`src/rtl/tdc_pkg.sv`:
```
// rtl/tdc_pkg.sv - shared tags, marker codes and source indices for the TDC FIFO write path
package tdc_pkg;

    localparam logic [15:0] TAG_S1     = 16'h0001;
    localparam logic [15:0] TAG_S2     = 16'h0002;
    localparam logic [15:0] TAG_MARK   = 16'h0001;
    localparam logic [15:0] LINE_CODE  = 16'h000D;
    localparam logic [15:0] FRAME_CODE = 16'h000E;

    localparam int DATA_W = 48;
    localparam int AGE_W  = 8;

    typedef enum logic [1:0] {
        SRC_S1,
        SRC_S2,
        SRC_LINE,
        SRC_FRAME
    } src_e;

    function automatic logic [63:0] marker_word(input logic [15:0] code);
        return {TAG_MARK, code, code, code};
    endfunction

endpackage

```
`src/rtl/tdc_src_slot.sv`:
```
// rtl/tdc_src_slot.sv - one-entry holding slot with pending bit, optional payload and drop detect
module tdc_src_slot #(
    parameter int PAYLOAD_W = 48,
    localparam int DW = (PAYLOAD_W > 0) ? PAYLOAD_W : 1
) (
    input  logic          clk,
    input  logic          rst_n,
    input  logic          req,
    input  logic [DW-1:0] din,
    input  logic          grant,
    output logic          pending,
    output logic [DW-1:0] payload,
    output logic          drop
);

    logic          pending_q, pending_d;
    logic [DW-1:0] payload_q, payload_d;

    always_comb begin
        pending_d = pending_q;
        payload_d = payload_q;
        // A grant frees the slot this cycle, so a coincident request refills it instead of dropping.
        if (grant) begin
            pending_d = req;
        end else if (req && !pending_q) begin
            pending_d = 1'b1;
        end
        if (req && (!pending_q || grant)) begin
            payload_d = din;
        end
    end

    always_ff @(posedge clk or negedge rst_n) begin
        if (!rst_n) begin
            pending_q <= 1'b0;
            payload_q <= '0;
        end else begin
            pending_q <= pending_d;
            payload_q <= payload_d;
        end
    end

    assign pending = pending_q;
    assign payload = payload_q;
    assign drop    = req && pending_q && !grant;

endmodule

```
`src/rtl/tdc_fifo_write_arbiter.sv`:
```
// rtl/tdc_fifo_write_arbiter.sv - serializes s1/s2 data and line/frame markers onto the TDC FIFO write port
module tdc_fifo_write_arbiter
    import tdc_pkg::*;
#(
    parameter int MARKER_MAX_WAIT = 16,
    parameter int DROP_CNT_W      = 8
) (
    input  logic                  clk,
    input  logic                  rst_n,
    input  logic                  s1_req,
    input  logic [DATA_W-1:0]     s1_din,
    input  logic                  s2_req,
    input  logic [DATA_W-1:0]     s2_din,
    input  logic                  line_req,
    input  logic                  frame_req,
    input  logic                  fifo_full,
    output logic                  fifo_wr_en,
    output logic [63:0]           fifo_din,
    output logic                  s1_done,
    output logic                  s2_done,
    output logic                  line_done,
    output logic                  frame_done,
    output logic [DROP_CNT_W-1:0] drop_count,
    output logic                  overflow
);

    logic              s1_pend, s2_pend, line_pend, frame_pend;
    logic              s1_drop, s2_drop, line_drop, frame_drop;
    logic              s1_grant, s2_grant, line_grant, frame_grant;
    logic [DATA_W-1:0] s1_payload, s2_payload;
    logic              line_payload_unused, frame_payload_unused;

    tdc_src_slot #(.PAYLOAD_W(DATA_W)) u_s1_slot (
        .clk(clk), .rst_n(rst_n), .req(s1_req), .din(s1_din), .grant(s1_grant),
        .pending(s1_pend), .payload(s1_payload), .drop(s1_drop)
    );
    tdc_src_slot #(.PAYLOAD_W(DATA_W)) u_s2_slot (
        .clk(clk), .rst_n(rst_n), .req(s2_req), .din(s2_din), .grant(s2_grant),
        .pending(s2_pend), .payload(s2_payload), .drop(s2_drop)
    );
    tdc_src_slot #(.PAYLOAD_W(0)) u_line_slot (
        .clk(clk), .rst_n(rst_n), .req(line_req), .din(1'b0), .grant(line_grant),
        .pending(line_pend), .payload(line_payload_unused), .drop(line_drop)
    );
    tdc_src_slot #(.PAYLOAD_W(0)) u_frame_slot (
        .clk(clk), .rst_n(rst_n), .req(frame_req), .din(1'b0), .grant(frame_grant),
        .pending(frame_pend), .payload(frame_payload_unused), .drop(frame_drop)
    );

    logic                  fifo_wr_en_q, fifo_wr_en_d;
    logic [63:0]           fifo_din_q, fifo_din_d;
    logic [3:0]            done_q, done_d;
    logic [DROP_CNT_W-1:0] drop_count_q, drop_count_d;
    logic                  overflow_q, overflow_d;
    logic                  last_s1_q, last_s1_d;
    logic [AGE_W-1:0]      line_age_q, line_age_d;
    logic [AGE_W-1:0]      frame_age_q, frame_age_d;

    logic                  grant_valid;
    src_e                  grant_src;
    logic                  line_aged, frame_aged;
    logic [2:0]            drop_sum;
    logic [DROP_CNT_W:0]   drop_ext;

    assign line_aged  = line_age_q  >= AGE_W'(MARKER_MAX_WAIT);
    assign frame_aged = frame_age_q >= AGE_W'(MARKER_MAX_WAIT);

    always_comb begin
        grant_valid = 1'b0;
        grant_src   = SRC_S1;
        if (!fifo_full) begin
            grant_valid = 1'b1;
            if (line_pend && line_aged) begin
                grant_src = SRC_LINE;
            end else if (frame_pend && frame_aged) begin
                grant_src = SRC_FRAME;
            end else if (s1_pend && s2_pend) begin
                grant_src = last_s1_q ? SRC_S2 : SRC_S1;
            end else if (s1_pend) begin
                grant_src = SRC_S1;
            end else if (s2_pend) begin
                grant_src = SRC_S2;
            end else if (line_pend) begin
                grant_src = SRC_LINE;
            end else if (frame_pend) begin
                grant_src = SRC_FRAME;
            end else begin
                grant_valid = 1'b0;
            end
        end
    end

    assign s1_grant    = grant_valid && (grant_src == SRC_S1);
    assign s2_grant    = grant_valid && (grant_src == SRC_S2);
    assign line_grant  = grant_valid && (grant_src == SRC_LINE);
    assign frame_grant = grant_valid && (grant_src == SRC_FRAME);

    always_comb begin
        fifo_wr_en_d = grant_valid;
        fifo_din_d   = fifo_din_q;
        done_d       = {frame_grant, line_grant, s2_grant, s1_grant};
        last_s1_d    = last_s1_q;
        if (grant_valid) begin
            case (grant_src)
                SRC_S1:    fifo_din_d = {TAG_S1, s1_payload};
                SRC_S2:    fifo_din_d = {TAG_S2, s2_payload};
                SRC_LINE:  fifo_din_d = marker_word(LINE_CODE);
                default:   fifo_din_d = marker_word(FRAME_CODE);
            endcase
        end
        if (s1_grant) last_s1_d = 1'b1;
        if (s2_grant) last_s1_d = 1'b0;

        // grant_valid already implies fifo_full is low, so ages freeze while full.
        line_age_d = line_age_q;
        if (!line_pend || line_grant) begin
            line_age_d = '0;
        end else if (grant_valid && line_age_q != '1) begin
            line_age_d = line_age_q + 1'b1;
        end
        frame_age_d = frame_age_q;
        if (!frame_pend || frame_grant) begin
            frame_age_d = '0;
        end else if (grant_valid && frame_age_q != '1) begin
            frame_age_d = frame_age_q + 1'b1;
        end

        drop_sum = {2'b0, s1_drop} + {2'b0, s2_drop} + {2'b0, line_drop} + {2'b0, frame_drop};
        drop_ext = {1'b0, drop_count_q} + {{(DROP_CNT_W-2){1'b0}}, drop_sum};
        drop_count_d = drop_ext[DROP_CNT_W] ? '1 : drop_ext[DROP_CNT_W-1:0];
        overflow_d   = overflow_q || (drop_sum != 3'd0);
    end

    always_ff @(posedge clk or negedge rst_n) begin
        if (!rst_n) begin
            fifo_wr_en_q <= 1'b0;
            fifo_din_q   <= '0;
            done_q       <= '0;
            drop_count_q <= '0;
            overflow_q   <= 1'b0;
            last_s1_q    <= 1'b0;
            line_age_q   <= '0;
            frame_age_q  <= '0;
        end else begin
            fifo_wr_en_q <= fifo_wr_en_d;
            fifo_din_q   <= fifo_din_d;
            done_q       <= done_d;
            drop_count_q <= drop_count_d;
            overflow_q   <= overflow_d;
            last_s1_q    <= last_s1_d;
            line_age_q   <= line_age_d;
            frame_age_q  <= frame_age_d;
        end
    end

    assign fifo_wr_en = fifo_wr_en_q;
    assign fifo_din   = fifo_din_q;
    assign s1_done    = done_q[0];
    assign s2_done    = done_q[1];
    assign line_done  = done_q[2];
    assign frame_done = done_q[3];
    assign drop_count = drop_count_q;
    assign overflow   = overflow_q;

endmodule

```
`config.mk`:
```
export PLATFORM = sky130hd
export DESIGN_NAME = tdc_fifo_write_arbiter
export DESIGN_NICKNAME = d
export VERILOG_FILES = /design/src/rtl/tdc_pkg.sv /design/src/rtl/tdc_src_slot.sv /design/src/rtl/tdc_fifo_write_arbiter.sv
export SDC_FILE = /design/constraint.sdc
export NUM_CORES = 1
export LEC_CHECK = 0
export CORE_UTILIZATION = 50
export DETAILED_ROUTE_END_ITERATION = 10
export DONT_BUFFER_PORTS = 1
export GPL_TIMING_DRIVEN = 0
export PLACE_DENSITY = 0.66
export SLEW_MARGIN = 20
export SYNTH_ARGS = -nofsm -noshare
export SYNTH_HDL_FRONTEND = slang
export SYNTH_SLANG_ARGS = --single-unit
export TNS_END_PERCENT = 10
```
`constraint.sdc`:
```
create_clock -name clk -period 7.4 [get_ports clk]
set_input_delay 1.85 -clock clk [delete_from_list [all_inputs] [get_ports clk]]
set_output_delay 1.85 -clock clk [all_outputs]
set_load 0.03 [all_outputs]
```
* After elaboration in Yosys (flattened, before gate mapping)
Index checks and enable logic that the tools add are counted.
** Storage, ports and cells
- Output and inout port bits :: 78
- Logic and storage cells :: 105
- Input bits :: 103
- Register bits :: 195
** Operators by class
- Reduce and logical (&&, ||, !) cells :: 45
- Multiplexer cells :: 33
- Equality and inequality tests :: 5
- $lt $le $gt $ge :: 2
- $add $sub $neg :: 6
** Operators with widths (count)
- 50-bit one-hot mux with 3 select lines :: 1
- 8-bit 2-to-1 mux :: 5
- 1-bit logical AND :: 23
- 1-bit 2-to-1 mux :: 19
- 8-bit by 1-bit adder with 8-bit output (second input constant) :: 2
- 8-bit by 5-bit greater-or-equal comparator with 1-bit output (second input constant) :: 2
- 2-bit 2-to-1 mux :: 8
- 8-bit inequality test (second input constant) :: 2
- 2-bit nonzero test :: 7
- 8-bit by 3-bit adder with 9-bit output :: 1
- 1-bit zero test :: 8
- 1-bit logical OR :: 5
- 2-bit equality test (second input constant) :: 2
- 2-bit by 1-bit adder with 3-bit output :: 1
- 3-bit by 1-bit adder with 3-bit output :: 1
- 3-bit nonzero test :: 1
- 1-bit by 1-bit adder with 2-bit output :: 1
- 2-bit by 1-bit equality test with 1-bit output (second input constant) :: 1
- 2-bit zero test :: 1

* Depth between registers and ports, before layout
- Depth in word-level cells :: 17
- Gate-level depth with buffers :: 15
- Mapped depth without buffers :: 13

* By module
Synthesis repeated with hierarchy kept, for this count alone.
** Unflattened totals
- Cells, all modules :: 623
- Area total of the unflattened synthesis :: 8029.0 µm²
** Modules (own cells, without submodules)
- tdc_fifo_write_arbiter :: instances 1, cells each 393, area an instance 4002.6 µm², seq. area each 2026.9 µm²
- tdc_src_slot at u_s1_slot ... :: instances 2, cells each 107, area an instance 1916.8 µm², seq. area each 1226.2 µm²
- tdc_src_slot at u_frame_slot ... :: instances 2, cells each 8, area an instance 96.3 µm², seq. area each 50.0 µm²

* Least setup slack after synthesis
No wires, ideal clock.
- Kind :: in2reg
- Start :: in fifo_full
- End :: reg drop_count_q[6], in the netlist drop_count[6]
- Data arrival time :: 4.834 ns
- Path buffers :: 1
- Cell stages on the path :: 13
- Setup time :: 0.125 ns
- Data required time :: 7.275 ns
- Path slack :: 2.441 ns
- Path through :: clkbuf_1 -> nand2b_1 -> o21ai_1 -> nor2_1 -> fa_1 -> ha_1 -> ha_1 -> inv_1 -> fa_1 -> nor2b_1 -> o2111a_1 -> nand2_1 -> mux2_2
** On the way
- Longest elaborated chain between the ends :: 10
- Elaborated cells between the ends (all ways) :: 23
- Those cells by class :: add/sub (4); eq/ne (3); mux (3); reduce/logical (13)
** RTL lines
- start: declaration :: line tdc_fifo_write_arbiter.sv:16 : input logic fifo_full,
- 2-bit 2-to-1 mux :: line tdc_fifo_write_arbiter.sv:71 : if (!fifo_full) begin
- 2-bit by 1-bit equality test with 1-bit output or 2-bit zero test (tied branches) :: line tdc_fifo_write_arbiter.sv:94, tdc_fifo_write_arbiter.sv:93
- 1-bit logical AND (on tied branches) :: line tdc_fifo_write_arbiter.sv:94, tdc_fifo_write_arbiter.sv:93
- 1-bit zero test :: line tdc_src_slot.sv:45 : assign drop = req && pending_q && !grant;
- 1-bit logical AND :: line tdc_src_slot.sv:45
- 1-bit by 1-bit adder with 2-bit output :: line tdc_fifo_write_arbiter.sv:128 : drop_sum = {2'b0, s1_drop} + {2'b0, s2_drop} + {2'b0, line_drop} + {2'b0, frame_drop};
- 2-bit by 1-bit adder with 3-bit output :: line tdc_fifo_write_arbiter.sv:128
- 3-bit by 1-bit adder with 3-bit output * :: line tdc_fifo_write_arbiter.sv:128
- 8-bit by 3-bit adder with 9-bit output * :: line tdc_fifo_write_arbiter.sv:129 : drop_ext = {1'b0, drop_count_q} + {{(DROP_CNT_W-2){1'b0}}, drop_sum};
- 8-bit 2-to-1 mux * :: line tdc_fifo_write_arbiter.sv:130 : drop_count_d = drop_ext[DROP_CNT_W] ? '1 : drop_ext[DROP_CNT_W-1:0];
- named net drop_count_d[6] :: line tdc_fifo_write_arbiter.sv:53 : logic [DROP_CNT_W-1:0] drop_count_q, drop_count_d;
- end signal: assignment :: line tdc_fifo_write_arbiter.sv:148 : drop_count_q <= drop_count_d;
- end: declaration :: line tdc_fifo_write_arbiter.sv:53
The timed path passes the listed nets; every way through them passes the cells marked *.
A chain may end at the register's enable or synchronous reset.

* Final worst setup path
- Start :: in fifo_full
- End :: reg drop_count_q[3], in the netlist drop_count[3]
The elaborated chain is that of the path after synthesis.

==> out/results.tsv <==
metric	value	unit
run status	finished, final reports clean	
cell count after synthesis	590	
worst setup skew after layout	7.80	ps
Design Area, Final	8600	um^2
Worst setup EP type	flip-flop	
vias in the first global route	4998	
sequential share of power	48.5	%
routed wire length	17200	um
post-CTS resize count	0	
count of yosys warnings during synthesis	0	
max_cap viols	0	
count of pins on the block boundary	181	
hold depth	1	
post-route clock period utilization	68.5	%
TritonCTS clock tree	yes	
starting utilization of the core area	51.1	%
headroom to the max-slew limit	31.4	%
mean area per synthesized cell	13.1	um^2
count of cells along the worst register-to-register path	13	
number of buffer cells added on primary ports	0	
Min-Delay Endpoint	u_s2_slot.payload[23]	
residual antenna-violating net count after detailed routing	0	
# H-tree levels	4	
mean routed wirelength per cell	20.9	um
final setup violation count	0	
maximum number of buffers from clock root to sink	2	
internal power consumption	2.66	mW
final routed DRC violation total	0	
Psw	1.65	mW
Most used DFF post-synth	dfrtp_1	
power per cell area	501	nW/um^2
count of flip-flops with a built-in enable after synthesis	0	
number of antenna violations at the first check in global routing	5	
number of max-slew violations in the final report	0	
insertion delay of the later-clocked pin in the worst-skew pair	420	ps
final hold slack	489	ps
y dimension of the die	126	um
First-pass DRT Iterations	4	
count of cell types in the netlist	56	
overflow left after global routing	0	
hold path startpoint	u_s2_slot.payload[23]	
setup repair after global routing missed its margin	false	
global-route total usage across every layer	22.8	%
weighted congestion at the end of routability-driven global placement	0.862	
fillcell total	1297	
Cell Area, Placed	8030	um^2
Post CTS Setup Buffer Count	0	
P&R area growth vs syn	11.0	%
final core utilization	56.8	%
launching point of the worst reg2reg path	line_age_q[6]	
total CTS buffers	17	
clock tree root driver cell	clkbuf_16	
maximum resistive drop on vdd	0.223	mV
R2R Path End	drop_count[3]	
required time worst endpoint	7750	ps
row count	45	
critical path startpoint category	input pin	
layout cell share with drive strength beyond 1	23.2	%
CP max FO	10	
fraction of the yosys area taken by sequential cells	58.5	%
combinational fraction of design power	31.4	%
Vias/cell	5.89	
flip-flop and latch count after synthesis	181	
post-layout net count	736	
via count	4851	
path category of the worst min-delay check	flip-flop to flip-flop	
worst reg-to-reg setup slack	3120	ps
detailed router's first-iteration violation count	376	
min cycle time layout	5070	ps
Fin Setup TNS	0	ps
first-pass GRT wire length	27600	um
Fin. Hold Viols	0	
number of buffers added to fix hold violations after cts	0	
footprint of the flip-flops and latches	4530	um^2
Max Freq	197	MHz
Worst Tran Pin Value	1020	ps
clock-pin slew on the worst setup and hold paths	70	ps
area of the multi-input gates	2870	um^2
power share of the clock group	20.1	%
worst endpoint data arrival time	5420	ps
core region area	15100	um^2
sinks on the clock net	181	
switching share of total power	38.2	%
static power due to leakage	3.83	nW
die width	126	um
kind of critical path	input pin to flip-flop	
Die Area	16000	um^2
cell area after technology mapping	7740	um^2
Async SR Flop Fraction	100	%
HPWL Detailed	12100	um
pin count of the biggest net entering global routing	182	
## per-stage QoR
| step | cells | total power [mW] | setup slack (ps) |
|---|---|---|---|
| finish | 824 | 4.31 | 2330 |
| global route | 822 | 4.57 | 1950 |
| CTS | 821 | 4.35 | 2370 |
| detailed placement | 791 | 3.47 | 1930 |
| global placement | 791 | 3.37 | 2040 |
| floorplan | 603 | 3.08 | 2440 |
## cell usage in the layout (no fill, tap or decap), types with 3 or more instances in the layout
master / netlist / routed
clkbuf_1: 12 / 14
nand2b_1: 4 / 4
ha_1: 9 / 9
or4_1: 5 / 5
conb_1: 1 / 14
nand3_1: 7 / 7
inv_1: 31 / 31
and2_0: 4 / 4
a21o_1: 5 / 5
a21oi_1: 11 / 11
or3_1: 4 / 4
o31ai_1: 4 / 4
buf_2: 11 / 11
clkinv_4: 0 / 3
buf_4: 19 / 19
a221oi_1: 9 / 9
a221o_1: 39 / 39
mux2_1: 20 / 20
dfrtp_1: 181 / 181
and3_1: 4 / 4
nor2_1: 26 / 26
buf_6: 3 / 3
and2_1: 32 / 32
nor3_1: 4 / 4
o21ai_0: 7 / 7
nor2b_1: 3 / 3
xnor2_1: 3 / 3
nand4_1: 3 / 3
mux2i_1: 3 / 3
diode_2: 0 / 3
nand2_1: 18 / 18
clkbuf_16: 0 / 17
mux2_2: 77 / 77
## per-layer routing
metal,vias to the layer above,track usage (%),part of all wire [%]
met2,172,36.0,48
met5,-,0,0.13
met4,4,8.79,2.1
met1,2483,28.7,42
met3,30,8.06,7.5
li1,2162,-,-
## synth_stat cells, types with 5 or more instances
master    number  area [um^2]
clkbuf_1      12         45.0
a21oi_1       11         55.1
and2_1        32          200
inv_1         31          116
or4_1          5         37.5
nand3_1        7         35.0
nand2_1       18         67.6
nor2_1        26         97.6
buf_4         19          143
a221oi_1       9         78.8
dfrtp_1      181         4530
mux2_1        20          225
a221o_1       39          390
mux2_2        77          867
ha_1           9          113
a21o_1         5         37.5
o21ai_0        7         35.0
buf_2         11         55.1
## layout make-up
cell class                      count  share of cell area, %
Buffer                             45                   3.22
Clock inverter                     11                   1.50
Tap cell                          188                   2.74
Multi-Input combinational cell    346                   33.4
Inverter                           31                   1.35
Clock buffer                       19                   5.03
Antenna cell                        3                 0.0873
Sequential cell                   181                   52.7
## critical path, cell delays in order
cell and delay, ps:
clkbuf_1 210, nand2b_1 250, o21ai_1 640, nor2_1 130
fa_1 470, ha_1 210, ha_1 320, inv_1 70
fa_1 410, nor2b_1 240, o2111a_1 250, nand3_1 220
nand2_1 160
## logic make-up after synthesis
family                   share of synthesized area [%]
AND/OR/NAND/NOR                                   8.76
buffers and inverters                             5.07
other                                           0.0484
AO/OA/AOI/OAI                                     10.6
multiplexers                                      14.5
adder cells (fa/ha/maj)                           1.97
flip-flops                                        58.5
XOR/XNOR                                         0.566
## flip-flops by register name, indices dropped and copies added, names as in the netlist
register and count:
overflow 1, u_s2_slot.payload 48, fifo_wr_en 1, last_s1_q 1, u_s1_slot.payload 48, frame_age_q 8, done_q 4, u_frame_slot.pending 1
u_s1_slot.pending 1, drop_count 8, line_age_q 8, u_s2_slot.pending 1, u_line_slot.pending 1, fifo_din 50
## power groups by stage
stage / clock [mW] / sequential, mW / combinational (mW)
after floorplan: 0 / 2.00 / 1.09
after global placement: 0 / 2.08 / 1.29
after detailed placement: 0 / 2.11 / 1.36
after CTS: 0.888 / 2.09 / 1.37
after global routing: 0.923 / 2.14 / 1.50
final: 0.867 / 2.09 / 1.35
## how the worst max path moves through the flow
stage,endpoint,slack (ps),start
2_1_floorplan,drop_count[6],2440,fifo_full
3_3_place_gp,drop_count[6],2040,fifo_full
3_5_place_dp,drop_count[2],1930,fifo_full
4_1_cts,drop_count[2],2370,fifo_full
5_1_grt,drop_count[2],1950,fifo_full
6_report,drop_count[3],2330,fifo_full
Power figures use the tool's default switching activity.
